**src/rtl/strike_scheduler.sv**
```systemverilog
// strike_scheduler: round-robin strike arbiter with per-program
// prescaled strike counters and an evict handshake.
//
// Ports:
//   clk, rst_n        clock, asynchronous active-low reset
//   strike_req[N]     per-program strike request (level)
//   strike_gnt[N]     one-hot single-cycle grant
//   clear_req[N]      per-program clear pulse (program re-placed)
//   evict_valid/id    eviction request to the placement engine
//   evict_ready       placement engine accepts the eviction
//   busy              scheduler not idle
//   strike_count_all  concatenated counts (only with STRIKE_STATUS_EN)
//
// Optional feature: define STRIKE_STATUS_EN to add strike_count_all.
module strike_scheduler #(
    parameter int NUM_PROG     = 4,
    parameter int PRESCALE     = 4,
    parameter int CNT_W        = 4,
    parameter int STRIKE_LIMIT = 8,
    parameter int ID_W         = $clog2(NUM_PROG)
) (
    input  logic                clk,
    input  logic                rst_n,
    input  logic [NUM_PROG-1:0] strike_req,
    output logic [NUM_PROG-1:0] strike_gnt,
    input  logic [NUM_PROG-1:0] clear_req,
    output logic                evict_valid,
    output logic [ID_W-1:0]     evict_id,
    input  logic                evict_ready,
    output logic                busy
`ifdef STRIKE_STATUS_EN
    ,
    output logic [NUM_PROG*CNT_W-1:0] strike_count_all
`endif
);

    localparam int PRE_W = $clog2(PRESCALE);
    localparam logic [CNT_W-1:0] CNT_MAX = '1;
    localparam logic [CNT_W-1:0] LIMIT   = CNT_W'(STRIKE_LIMIT);
    localparam logic [ID_W:0]    NP      = (ID_W+1)'(NUM_PROG);
    localparam logic [ID_W-1:0]  LAST_ID = ID_W'(NUM_PROG - 1);

    typedef enum logic [1:0] {
        IDLE,
        UPDATE,
        EVICT
    } state_t;

    state_t              state;
    logic [ID_W-1:0]     rr_ptr;
    logic [ID_W-1:0]     win;
    logic [PRE_W-1:0]    pre [NUM_PROG];
    logic [CNT_W-1:0]    cnt [NUM_PROG];

    logic                sel_found;
    logic [ID_W-1:0]     sel_id;
    logic [ID_W:0]       sel_sum;
    logic [NUM_PROG-1:0] sel_oh;
    logic [ID_W-1:0]     next_ptr;
    logic [CNT_W-1:0]    upd_cnt;
    logic [PRE_W-1:0]    upd_pre;

    // Search upward from rr_ptr, wrapping at NUM_PROG-1.
    always_comb begin
        sel_found = 1'b0;
        sel_id    = '0;
        sel_sum   = '0;
        for (int k = 0; k < NUM_PROG; k++) begin
            sel_sum = {1'b0, rr_ptr} + (ID_W+1)'(k);
            if (sel_sum >= NP)
                sel_sum = sel_sum - NP;
            if (!sel_found && strike_req[sel_sum[ID_W-1:0]]) begin
                sel_found = 1'b1;
                sel_id    = sel_sum[ID_W-1:0];
            end
        end
    end

    always_comb begin
        sel_oh   = NUM_PROG'(1) << sel_id;
        next_ptr = (sel_id == LAST_ID) ? '0 : sel_id + ID_W'(1);
    end

    // Count only on the first flag of each prescale group.
    // PRESCALE is a power of two, so the prescaler wraps naturally.
    always_comb begin
        upd_cnt = cnt[win];
        if (pre[win] == '0 && cnt[win] != CNT_MAX)
            upd_cnt = cnt[win] + CNT_W'(1);
        upd_pre = pre[win] + PRE_W'(1);
    end

    always_ff @(posedge clk or negedge rst_n) begin
        if (!rst_n) begin
            state       <= IDLE;
            rr_ptr      <= '0;
            win         <= '0;
            strike_gnt  <= '0;
            evict_valid <= 1'b0;
            evict_id    <= '0;
            busy        <= 1'b0;
            for (int i = 0; i < NUM_PROG; i++) begin
                pre[i] <= '0;
                cnt[i] <= '0;
            end
        end else begin
            strike_gnt <= '0;
            unique case (state)
                IDLE: begin
                    if (sel_found) begin
                        win        <= sel_id;
                        strike_gnt <= sel_oh;
                        rr_ptr     <= next_ptr;
                        state      <= UPDATE;
                        busy       <= 1'b1;
                    end
                end
                UPDATE: begin
                    cnt[win] <= upd_cnt;
                    pre[win] <= upd_pre;
                    // A simultaneous clear of the winner cancels eviction.
                    if (!clear_req[win] && upd_cnt >= LIMIT) begin
                        state       <= EVICT;
                        evict_valid <= 1'b1;
                        evict_id    <= win;
                    end else begin
                        state <= IDLE;
                        busy  <= 1'b0;
                    end
                end
                EVICT: begin
                    if (evict_ready) begin
                        cnt[evict_id] <= '0;
                        pre[evict_id] <= '0;
                        evict_valid   <= 1'b0;
                        state         <= IDLE;
                        busy          <= 1'b0;
                    end
                end
                default: begin
                    state <= IDLE;
                    busy  <= 1'b0;
                end
            endcase
            // Clears come last so they override any update this edge.
            for (int i = 0; i < NUM_PROG; i++) begin
                if (clear_req[i]) begin
                    pre[i] <= '0;
                    cnt[i] <= '0;
                end
            end
        end
    end

`ifdef STRIKE_STATUS_EN
    always_comb begin
        strike_count_all = '0;
        for (int i = 0; i < NUM_PROG; i++)
            strike_count_all[i*CNT_W +: CNT_W] = cnt[i];
    end
`endif

endmodule
```
**config.mk**
```make
export PLATFORM = sky130hd
export DESIGN_NAME = strike_scheduler
export DESIGN_NICKNAME = d
export VERILOG_FILES = /design/src/rtl/strike_scheduler.sv
export SDC_FILE = /design/constraint.sdc
export NUM_CORES = 1
export LEC_CHECK = 0
export ABC_AREA = 1
export CORE_MARGIN = 2
export CORE_UTILIZATION = 31
export DETAILED_ROUTE_END_ITERATION = 7
export PLACE_DENSITY = 0.54
export SLEW_MARGIN = 20
export SYNTH_ARGS = -nofsm -noshare
export SYNTH_HDL_FRONTEND = slang
export SYNTH_SLANG_ARGS = --single-unit
```
**constraint.sdc**
```tcl
create_clock -name clk -period 1.95 [get_ports clk]
set_clock_uncertainty 0.2 [all_clocks]
set_input_delay 0.2925 -clock clk [delete_from_list [all_inputs] [get_ports clk]]
set_output_delay 0.2925 -clock clk [all_outputs]
set_load 0.02 [all_outputs]
```
==> results of run 1 <==
==> what timing repair did <==
item / 4_1_cts / 5_1_grt
pin swaps: 19 / 32
hold buffers: 1 / 0
setup buffers: 18 / 9
endpoints found under the hold margin: 22 / 0
gates resized for setup: 29 / 73
setup endpoints to repair: 30 / 37
==> report_power, final <==
group	switching, mW	total [mW]	internal (mW)
combinational	2.80	5.22	2.42
sequential	0.244	1.30	1.06
clock	0.292	0.669	0.377
total	3.34	7.19	3.85
==> stage by stage <==
stage | util, % | total power [mW] | instance area, sq um | std cells
after floorplan | - | 3.57 | 2560 | 354
after global placement | 41.9 | 4.97 | 3220 | 522
after detailed placement | 41.9 | 5.00 | 3220 | 522
after CTS | 46.6 | 6.44 | 3580 | 548
after global routing | 51.5 | 7.79 | 3960 | 554
final | 51.5 | 7.19 | 3960 | 554
==> placed cells by master, fill, tap and decap left out, drive strengths merged <==
master	n
nand4	11
a31oi	3
o32ai	1
nor2	23
o211ai	3
ha	6
clkdlybuf4s50	17
buf	78
clkbuf	5
dlygate4sd3	1
nand3	33
or2	1
dfrtp	38
a211oi	2
o22ai	7
a21o	1
nand3b	3
a221oi	1
nand2	138
a21oi	13
inv	48
xor2	1
o21ai	13
clkinv	3
bufinv	1
clkinvlp	1
==> cells by family after synthesis <==
family | count (synthesis)
xor+xnor | 1
buf+inv | 56
fa+ha+maj | 6
simple gates | 209
compound gates | 44
flops | 38
==> state kept, by name, indices dropped and copies added (netlist names) <==
register     flops
cnt             16
pre              8
strike_gnt       4
evict_id         2
rr_ptr           2
state            2
win              2
busy             1
evict_valid      1
==> layout make-up <==
type / instances / area, sq um / area share, %
Multi-Input combinational cell: 260 / 1720 / 43.3
Sequential cell: 38 / 955 / 24.1
Timing Repair Buffer: 96 / 842 / 21.3
Inverter: 50 / 211 / 5.34
Tap cell: 102 / 128 / 3.22
Clock buffer: 5 / 68.8 / 1.74
Clock inverter: 3 / 40.0 / 1.01
==> metal layers <==
layer / routed length [microns] / up-vias
li1: - / 1350
met1: 3560 / 1263
met2: 3740 / 46
met3: 247 / 15
met4: 127 / 0
met5: 0 / -
==> path summary, 6_finish.rpt <==
path,from,endpoint,slack [ns],cells past startpoint
setup reg to reg,win[0],busy,-0.27,12
setup / recovery,win[0],busy,-0.27,12
min in group clk,evict_valid,evict_valid,0.30,2
max in group asynchronous,rst_n,cnt[6],0.64,3
hold reg to reg,evict_valid,evict_valid,0.30,2
hold / removal,rst_n,cnt[12],0.29,2
==> worst max-delay path, stage by stage (launching register included) <==
cell,delay (ns)
dfrtp_2,0.51
buf_6,0.18
nand2_4,0.07
o22ai_2,0.07
a221oi_2,0.26
ha_4,0.24
nand2_8,0.10
inv_8,0.08
nand2_8,0.07
nand3_4,0.13
nand2_2,0.06
nand2_1,0.07
nand2_1,0.06
==> impl_results.md, run 1 <==
* Status: finished, violations left
* Failing checks: negative setup slack
* #FFs+latches synth at 38
* Distinct cell type count after synthesis at 33
* Clk pin slew, worst setup/hold paths at 0.08 ns
* I/O Buffers at 18
* Final hold slack at 0.289 ns
* Power Density at 1820 mW/mm^2
* Setup crit start kind: flop
* Initial antenna violation count at 0
* Post-synth top cells: nand2_1, inv_1, dfrtp_1
* H-Tree Depth at 2
* Synth Flop Type: dfrtp_1
* M1 GR Usage at 24.7%
* Yosys Warn Count at 0
* Fin. Hold Viols at 0
* Number of max-cap violations at 0
* GRT Total Usage at 18.3%
* Slew of the pin with the lowest slew margin at 0.513 ns
* Vias per Instance at 4.83
* Critical path required time at 1.93 ns
* Cell count after synthesis at 354
* Ys async rst share at 100%
* Synthesis-to-finish area growth at 61.8%
* DRC viols at 0
* Final worst-path cycle share at 114%
* Row Count at 32
* Final #Nets at 468
* Place WS at -0.449 ns
* CP Capture Type: flop
* Unrepaired setup endpoints after global routing: yes
* Post-Synth Simple-Gate Area at 37.5%
* Die area at 0.00862 sq mm
* Post-synthesis sequential area ratio at 38.9%
* Post-synthesis compound-gate area fraction at 10.6%
* Number of synthesized flops with an enable pin at 0
* Antenna diode count at 0
* I/O pin total at 19
* Fin Setup TNS at -5.65 ns
* Main combinational cell family by area after synthesis: simple AND/OR/NAND/NOR gates
* Core Region at 0.00769 sq mm
* Post-DP HPWL at 5.33 mm
* Dominant cell type by area after synthesis: dfrtp_1
* ANT nets after route at 0
* Mean Syn Cell Area at 6.91 sq um
* Peak supply drop at 0.962 mV
* Congestion Overflow GR at 0
* Via count at 2,674
* Hold Crit Class: input pin to async pin
* CP Max Fanout at 6
* Met3 GRT Util at 3.25%
* CTS buffer count at 5
* Clock Latency Late Sink at 0.30 ns
* Layout cell share with drive strength beyond 1 at 40.5%
* Final setup viols at 30
* Met2 Use GR at 30.1%
* Worst setup margin at -0.269 ns
* Yosys top cell area share at 38.9%
* LEAKAGE at 1.94 nW
* Die W at 92.9 microns
* Xor-xnor portion of the synthesized cell area at 0.665%
* Vias in the first global route at 2,658
* Routability cong. at 0.869
* Slew HR at 65.8%
* Top post-synthesis cells by area: dfrtp_1, nand2_1, nand3_1
* Largest net degree at the start of global routing at 24
* CTS sink cnt at 38
* Root Driver: clkbuf_8
* Adder-Cell Fraction of Synth Area at 3.07%
* CTS Buffer Depth at 2
* Final critical-path required period at 2.22 ns
* Mapped cell area at 0.00245 sq mm
* Worst setup path class: flop to flop
* Fillers at 741
* Top-count cell post-synth: nand2_1
* DRT Wirelength at 7.68 mm
* Starting Density at 31.8%
* DRT iter0 DRCs at 94
* CP arrival at 2.20 ns
* Final slew viol count at 0
* First-pass GRT wire length at 12.6 mm
* Busiest grt layer: met2
* Drt pass-1 iters at 4
* Multiplexer share of the synthesized area at 0%
* Die height at 92.9 microns
* CTS tree: done
* Fmax achieved at 0.451 GHz
* Syn Nets at 371
* Routed WL per cell at 13.9 microns
No activity file was read; power rests on OpenSTA's default activity.
==> run 2, diff against run 1 <==
Settings changed: ABC_AREA 1 to default, PLACE_DENSITY 0.54 to 0.53.
Clock period 1.95 ns to 2.4 ns, I/O delays scaled along.
==> impl_results.md, run 2 <==
* Layout cell share with drive strength beyond 1 at 25.0% (-15 points)
* Peak supply drop at 0.273 mV (-72%)
* Worst setup path class: flop to flop
* Mean Syn Cell Area at 11.4 sq um (+64%)
* Largest Register: cnt
* Dominant cell type by area after synthesis: dfrtp_1
* Fin Setup TNS at 0 ns (+5.65 ns)
* Drt pass-1 iters at 4 (unchanged)
* GRT Total Usage at 14.4% (-3.9 points)
* Largest regs: cnt x16, pre x8, strike_gnt x4
* Routability cong. at 0.797 (-8.3%)
* Slew of the pin with the lowest slew margin at 0.544 ns (+0.0310 ns)
* Top-count cell post-synth: dfrtp_1
* CP Capture Type: flop
* First-pass GRT wire length at 8.23 mm (-35%)
* Post-synth top cells: dfrtp_1, inv_1, a22o_1
* Unrepaired setup endpoints after global routing: no
* Clock Latency Late Sink at 0.30 ns (about the same)
* ANT nets after route at 0 (unchanged)
* Yosys Warn Count at 0 (unchanged)
* Number of synthesized flops with an enable pin at 0 (unchanged)
* Yosys top cell area share at 44.5% (+5.6 points)
* Core Region at 0.00672 sq mm (-13%)
* I/O pin total at 19 (unchanged)
* Status: complete, no violations
* Max reg flops at 16 (unchanged)
* Vias in the first global route at 1,574 (-41%)
* CTS buffer count at 5 (unchanged)
* Number of max-cap violations at 0 (unchanged)
* Setup crit start kind: flop
* Cell count after synthesis at 188 (-47%)
* Slew HR at 63.7% (-2.1 points)
* Post-synthesis sequential area ratio at 44.5% (+5.6 points)
* Root Driver: clkbuf_8
* Die area at 0.00757 sq mm (-12%)
* Post-DP HPWL at 3.81 mm (-29%)
* DRT Wirelength at 5.03 mm (-34%)
* Fillers at 636 (-14%)
* Initial antenna violation count at 0 (unchanged)
* Final setup viols at 0 (-100%)
* Top post-synthesis cells by area: dfrtp_1, mux4_2, a22o_1
* Mapped cell area at 0.00214 sq mm (-13%)
* Starting Density at 31.8% (about the same)
* DRC viols at 0 (unchanged)
* Fin. Hold Viols at 0 (unchanged)
* Syn Nets at 205 (-45%)
* Power, Total at 2.32 mW (-68%)
* Hold Crit Class: input pin to async pin
* Largest net degree at the start of global routing at 19 (-21%)
* Final slew viol count at 0 (unchanged)
* Die W at 87.0 microns (-6.3%)
* Final critical-path required period at 2.32 ns (+0.104 ns)
* CTS sink cnt at 38 (unchanged)
* CTS Buffer Depth at 2 (unchanged)
* H-Tree Depth at 2 (unchanged)
* LEAKAGE at 1.22 nW (-37%)
* Critical path required time at 2.39 ns (+0.46 ns)
* Synthesis-to-finish area growth at 25.2%
* Routed WL per cell at 16.3 microns (+18%)
* Congestion Overflow GR at 0 (unchanged)
* DRT iter0 DRCs at 160 (+70%)
* Setup bufs post-CTS at 0 (-18)
* Row Count at 30 (-6.3%)
* Fmax achieved at 0.430 GHz (-4.5%)
* Ys async rst share at 100% (unchanged)
* Final worst-path cycle share at 96.8% (-17 points)
* Antenna diode count at 0 (unchanged)
* Clk pin slew, worst setup/hold paths at 0.08 ns (about the same)
* Distinct cell type count after synthesis at 48 (+45%)
* CP arrival at 2.31 ns (+0.11 ns)
* Vias per Instance at 5.30 (+9.8%)
* Final hold slack at 0.283 ns (-0.00596 ns)
* Die height at 87.0 microns (-6.3%)
* Leading cell type in the layout, fill and taps excluded: dfrtp_1
* #FFs+latches synth at 38 (unchanged)
* CTS tree: done
* Synth Flop Type: dfrtp_1
* I/O Buffers at 18 (unchanged)
* Commonest non-fill, non-tap cells in the layout: dfrtp_1, buf_4, clkdlybuf4s50_1
* Via count at 1,633 (-39%)
* Final #Nets at 244 (-48%)
* CP Max Fanout at 6 (unchanged)
* Final Util at 39.8% (-12 points)
* Power Density at 866 mW/mm^2 (-52%)
==> run 2: cell types whose count changed in the layout (fill, tap and decap cells not counted), moves of 12 or more <==
| cell | before | now |
|---|---|---|
| inv_2 | 12 | 0 |
| nand3_1 | 18 | 1 |
| nand2_2 | 24 | 0 |
| buf_4 | 63 | 21 |
| nand2_1 | 104 | 9 |
| a22o_1 | 0 | 12 |
| inv_1 | 31 | 13 |
==> run 2: area by class of cell <==
type	instances	area, sq um	area share [%]
sequential	38	952	35.6
clock buffer	5	68.8	2.57
tap	80	100	3.74
timing repair buffer	41	354	13.2
multi-input combinational	128	1110	41.5
clock inverter	3	40.0	1.50
inverter	13	48.8	1.82
==> run 2: logic make-up (layout without fill, tap and decap cells) <==
| logic type | Yosys count | in the layout | share of synthesized area, % |
|---|---|---|---|
| compound gates | 55 | 55 | 20.3 |
| xor+xnor | 1 | 1 | 0.761 |
| flops | 38 | 38 | 44.5 |
| mux | 16 | 16 | 12.4 |
| buf+inv | 22 | 62 | 4.51 |
| simple gates | 50 | 50 | 14.1 |
| fa+ha+maj | 6 | 6 | 3.51 |
==> run 2: per-layer routing <==
metal | track usage (%) | share of wire, % | vias up
li1 | - | - | 784
met1 | 20.5 | 48 | 798
met2 | 21.4 | 45 | 43
met3 | 3.22 | 5.1 | 8
met4 | 5.40 | 1.8 | 0
met5 | 0 | 0 | -
==> run 2: worst paths after layout <==
path / from / end / slack (ns) / depth (start not counted)
hold reg to reg: evict_valid / evict_valid / 0.29 / 2
setup reg to reg: win[0] / evict_id[0] / 0.08 / 6
hold / removal: rst_n / evict_id[0] / 0.28 / 2
max in group asynchronous: rst_n / win[0] / 1.18 / 3
setup / recovery: win[0] / evict_id[0] / 0.08 / 6
min in group clk: evict_valid / evict_valid / 0.29 / 2
==> run 2: critical path: stages (launching register included) <==
cell	delay, ns
dfrtp_2	0.45
mux4_2	0.51
inv_1	0.12
ha_4	0.15
nand4_1	0.17
o211ai_4	0.29
mux2_4	0.32
==> run 2: what timing repair did <==
item	in CTS	in global routing
hold endpoints to repair	12	0
hold buffers	1	0
resized for setup	1	3
pin swaps	0	2
setup endpoints to repair	2	5
==> run 2: metrics by stage <==
step	area [sq um]	worst slack (ns)	instances
finish	2680	0.0770	308
floorplan	2150	0.00125	188
global placement	2530	0.0162	299
global route	2680	0.00403	308
CTS	2650	0.0571	308
detailed placement	2530	-0.0158	299
==> run 2: power breakdown <==
part	switching (mW)	internal [mW]	total, mW
Sequential	0.103	0.751	0.854
Clock	0.235	0.306	0.541
Combinational	0.468	0.454	0.922
==> run 3, diff against run 2 <==
Settings changed: CAP_MARGIN from default to 20, PLACE_DENSITY 0.53 to 0.55.
Clock period 2.4 ns to 2 ns, I/O delays scaled along.
==> impl_results.md, run 3 (synthesis gave the netlist of run 2 again) <==
* Status: finished, violations left
* Failing checks: negative setup slack
* Top Metal Used: met4
* Row Count at 30 (unchanged)
* Antenna diode count at 0 (unchanged)
* CP Max Fanout at 4 (-2)
* Routed WL per cell at 16.6 microns (+1.6%)
* Worst setup path class: flop to flop
* Leading cell type in the layout, fill and taps excluded: buf_4
* Routability cong. at 0.789 (-0.94%)
* Fin Setup TNS at -4.45 ns (-4.45 ns)
* Fin. Hold Viols at 0 (unchanged)
* Setup crit start kind: flop
* Slew of the pin with the lowest slew margin at 0.470 ns (-0.0733 ns)
* DP Area at 0.00273 sq mm (+7.7%)
* Clk pin slew, worst setup/hold paths at 0.08 ns (about the same)
* GRT Total Usage at 15.1% (+0.65 points)
* Power, Total at 2.99 mW (+29%)
* Final #Nets at 269 (+10%)
* CTS Buffer Depth at 2 (unchanged)
* ANT nets after route at 0 (unchanged)
* Met1 WL at 2.64 mm (+8.6%)
* CTS tree: done
* DRT iter0 DRCs at 102 (-36%)
* Congestion Overflow GR at 0 (unchanged)
* Worst-case reg-to-reg path depth at 6 (unchanged)
* DRT Wirelength at 5.53 mm (+9.9%)
* Vias per Instance at 5.22 (-1.6%)
* Commonest non-fill, non-tap cells in the layout: buf_4, dfrtp_1, clkdlybuf4s50_1
* Number of max-cap violations at 0 (unchanged)
* Die height at 87.0 microns (unchanged)
* Layout cell share with drive strength beyond 1 at 40.7% (+16 points)
* CP arrival at 2.25 ns (-0.06 ns)
* Synthesis-to-finish area growth at 40.2%
* Fmax achieved at 0.439 GHz (+1.9%)
* Die area at 0.00757 sq mm (unchanged)
* I/O pin total at 19 (unchanged)
* Cell count after placement at 318 (+6.4%)
* Critical path destination: evict_id[1]
* Largest regs: cnt x16, pre x8, strike_gnt x4
* Reg2reg end: evict_id[1]
* Critical path required time at 1.98 ns (-0.41 ns)
* Post-DP HPWL at 4.09 mm (+7.4%)
* CP startpoint: win[1]
* I/O Buffers at 18 (unchanged)
* H-Tree Depth at 2 (unchanged)
* Routed wl met2 at 2.69 mm (+19%)
* Die W at 87.0 microns (unchanged)
* Design area at 0.00300 sq mm (+12%)
* DRC viols at 0 (unchanged)
* Max reg flops at 16 (unchanged)
* Via count at 1,737 (+6.4%)
* Fillers at 624 (-1.9%)
* R2r setup slk at -0.28 ns (-0.36 ns)
* Power Density at 999 mW/mm^2 (+15%)
* Unrepaired setup endpoints after global routing: yes
* LEAKAGE at 1.35 nW (+11%)
* Vias in the first global route at 1,724 (+9.5%)
* Hold Crit Class: flop to flop
* Core Region at 0.00672 sq mm (unchanged)
* Largest net degree at the start of global routing at 22 (+3)
* Root Driver: clkbuf_8
* Place WS at -0.381 ns (-0.365 ns)
* Reg-to-reg startpoint: win[1]
* CTS sink cnt at 38 (unchanged)
* Final critical-path required period at 2.28 ns (-0.0442 ns)
* Largest Register: cnt
* Met3 wire length at 135 microns (-47%)
* Final slew viol count at 0 (unchanged)
* Drt pass-1 iters at 4 (unchanged)
* Non-filler instance count after layout at 333 (+8.1%)
* Final worst-path cycle share at 114% (+17 points)
* Starting Density at 31.8% (unchanged)
* Slew HR at 68.6% (+4.9 points)
* Clock Latency Late Sink at 0.29 ns (about the same)
* Initial antenna violation count at 0 (unchanged)
* CTS buffer count at 5 (unchanged)
* Worst setup margin at -0.279 ns (-0.356 ns)
* Peak supply drop at 0.351 mV (+29%)
* CP Capture Type: flop
* Final setup viols at 23 (+23)
* First-pass GRT wire length at 8.77 mm (+6.5%)
## run 3: how the worst min path moves through the flow
stage / cells after the start / startpoint / slack [ns] / to
6_report: 2 / evict_valid / 0.29 / evict_valid
2_1_floorplan: 0 / rst_n / -0.20 / busy
4_1_cts: 2 / evict_valid / 0.29 / evict_valid
3_5_place_dp: 1 / rst_n / 0.08 / state[1]
5_1_grt: 1 / cnt[4] / 0.32 / cnt[4]
3_3_place_gp: 1 / rst_n / 0.08 / state[1]
## run 3: repair_timing
| item | in CTS | in global routing |
|---|---|---|
| endpoints found under the hold margin | 17 | 0 |
| resized for setup | 13 | 15 |
| cloned | 0 | 0 |
| hold buffers | 1 | 0 |
| pin swaps | 8 | 4 |
| setup buffers | 3 | 3 |
| setup endpoints to repair | 25 | 27 |
## run 3: critical path, cell delays in order, from the launching register on
cell and delay [ns]:
dfrtp_1 0.43, mux4_2 0.57, ha_4 0.20, inv_2 0.07, nand2_2 0.09, o211ai_4 0.28, mux2_4 0.32
## run 3: layout make-up
type	instances	area [sq um]	share of cell area [%]
multi-input combinational	128	1230	41.1
sequential	38	953	31.8
timing repair buffer	66	571	19.0
tap	80	100	3.34
clock buffer	7	86.3	2.88
inverter	13	48.8	1.63
clock inverter	1	5.00	0.167
## run 3: per-layer routing
| metal | global-route usage, % | vias to the layer above |
|---|---|---|
| met4 | 5.26 | 0 |
| li1 | - | 836 |
| met2 | 24.6 | 25 |
| met3 | 2.84 | 6 |
| met5 | 0 | - |
| met1 | 20.0 | 870 |
## run 3: power by group
| group | internal (mW) | switching, mW | leakage [nW] |
|---|---|---|---|
| clock network | 0.278 | 0.269 | 0.0482 |
| registers | 0.904 | 0.112 | 0.511 |
| logic | 0.742 | 0.689 | 0.795 |
| total | 1.92 | 1.07 | 1.35 |
## run 3: metrics by stage
step,hold slack [ns],utilization [%]
finish,0.287,44.6
floorplan,-0.196,-
global placement,0.0838,40.6
CTS,0.295,43.2
detailed placement,0.0802,40.6
global route,0.325,44.6
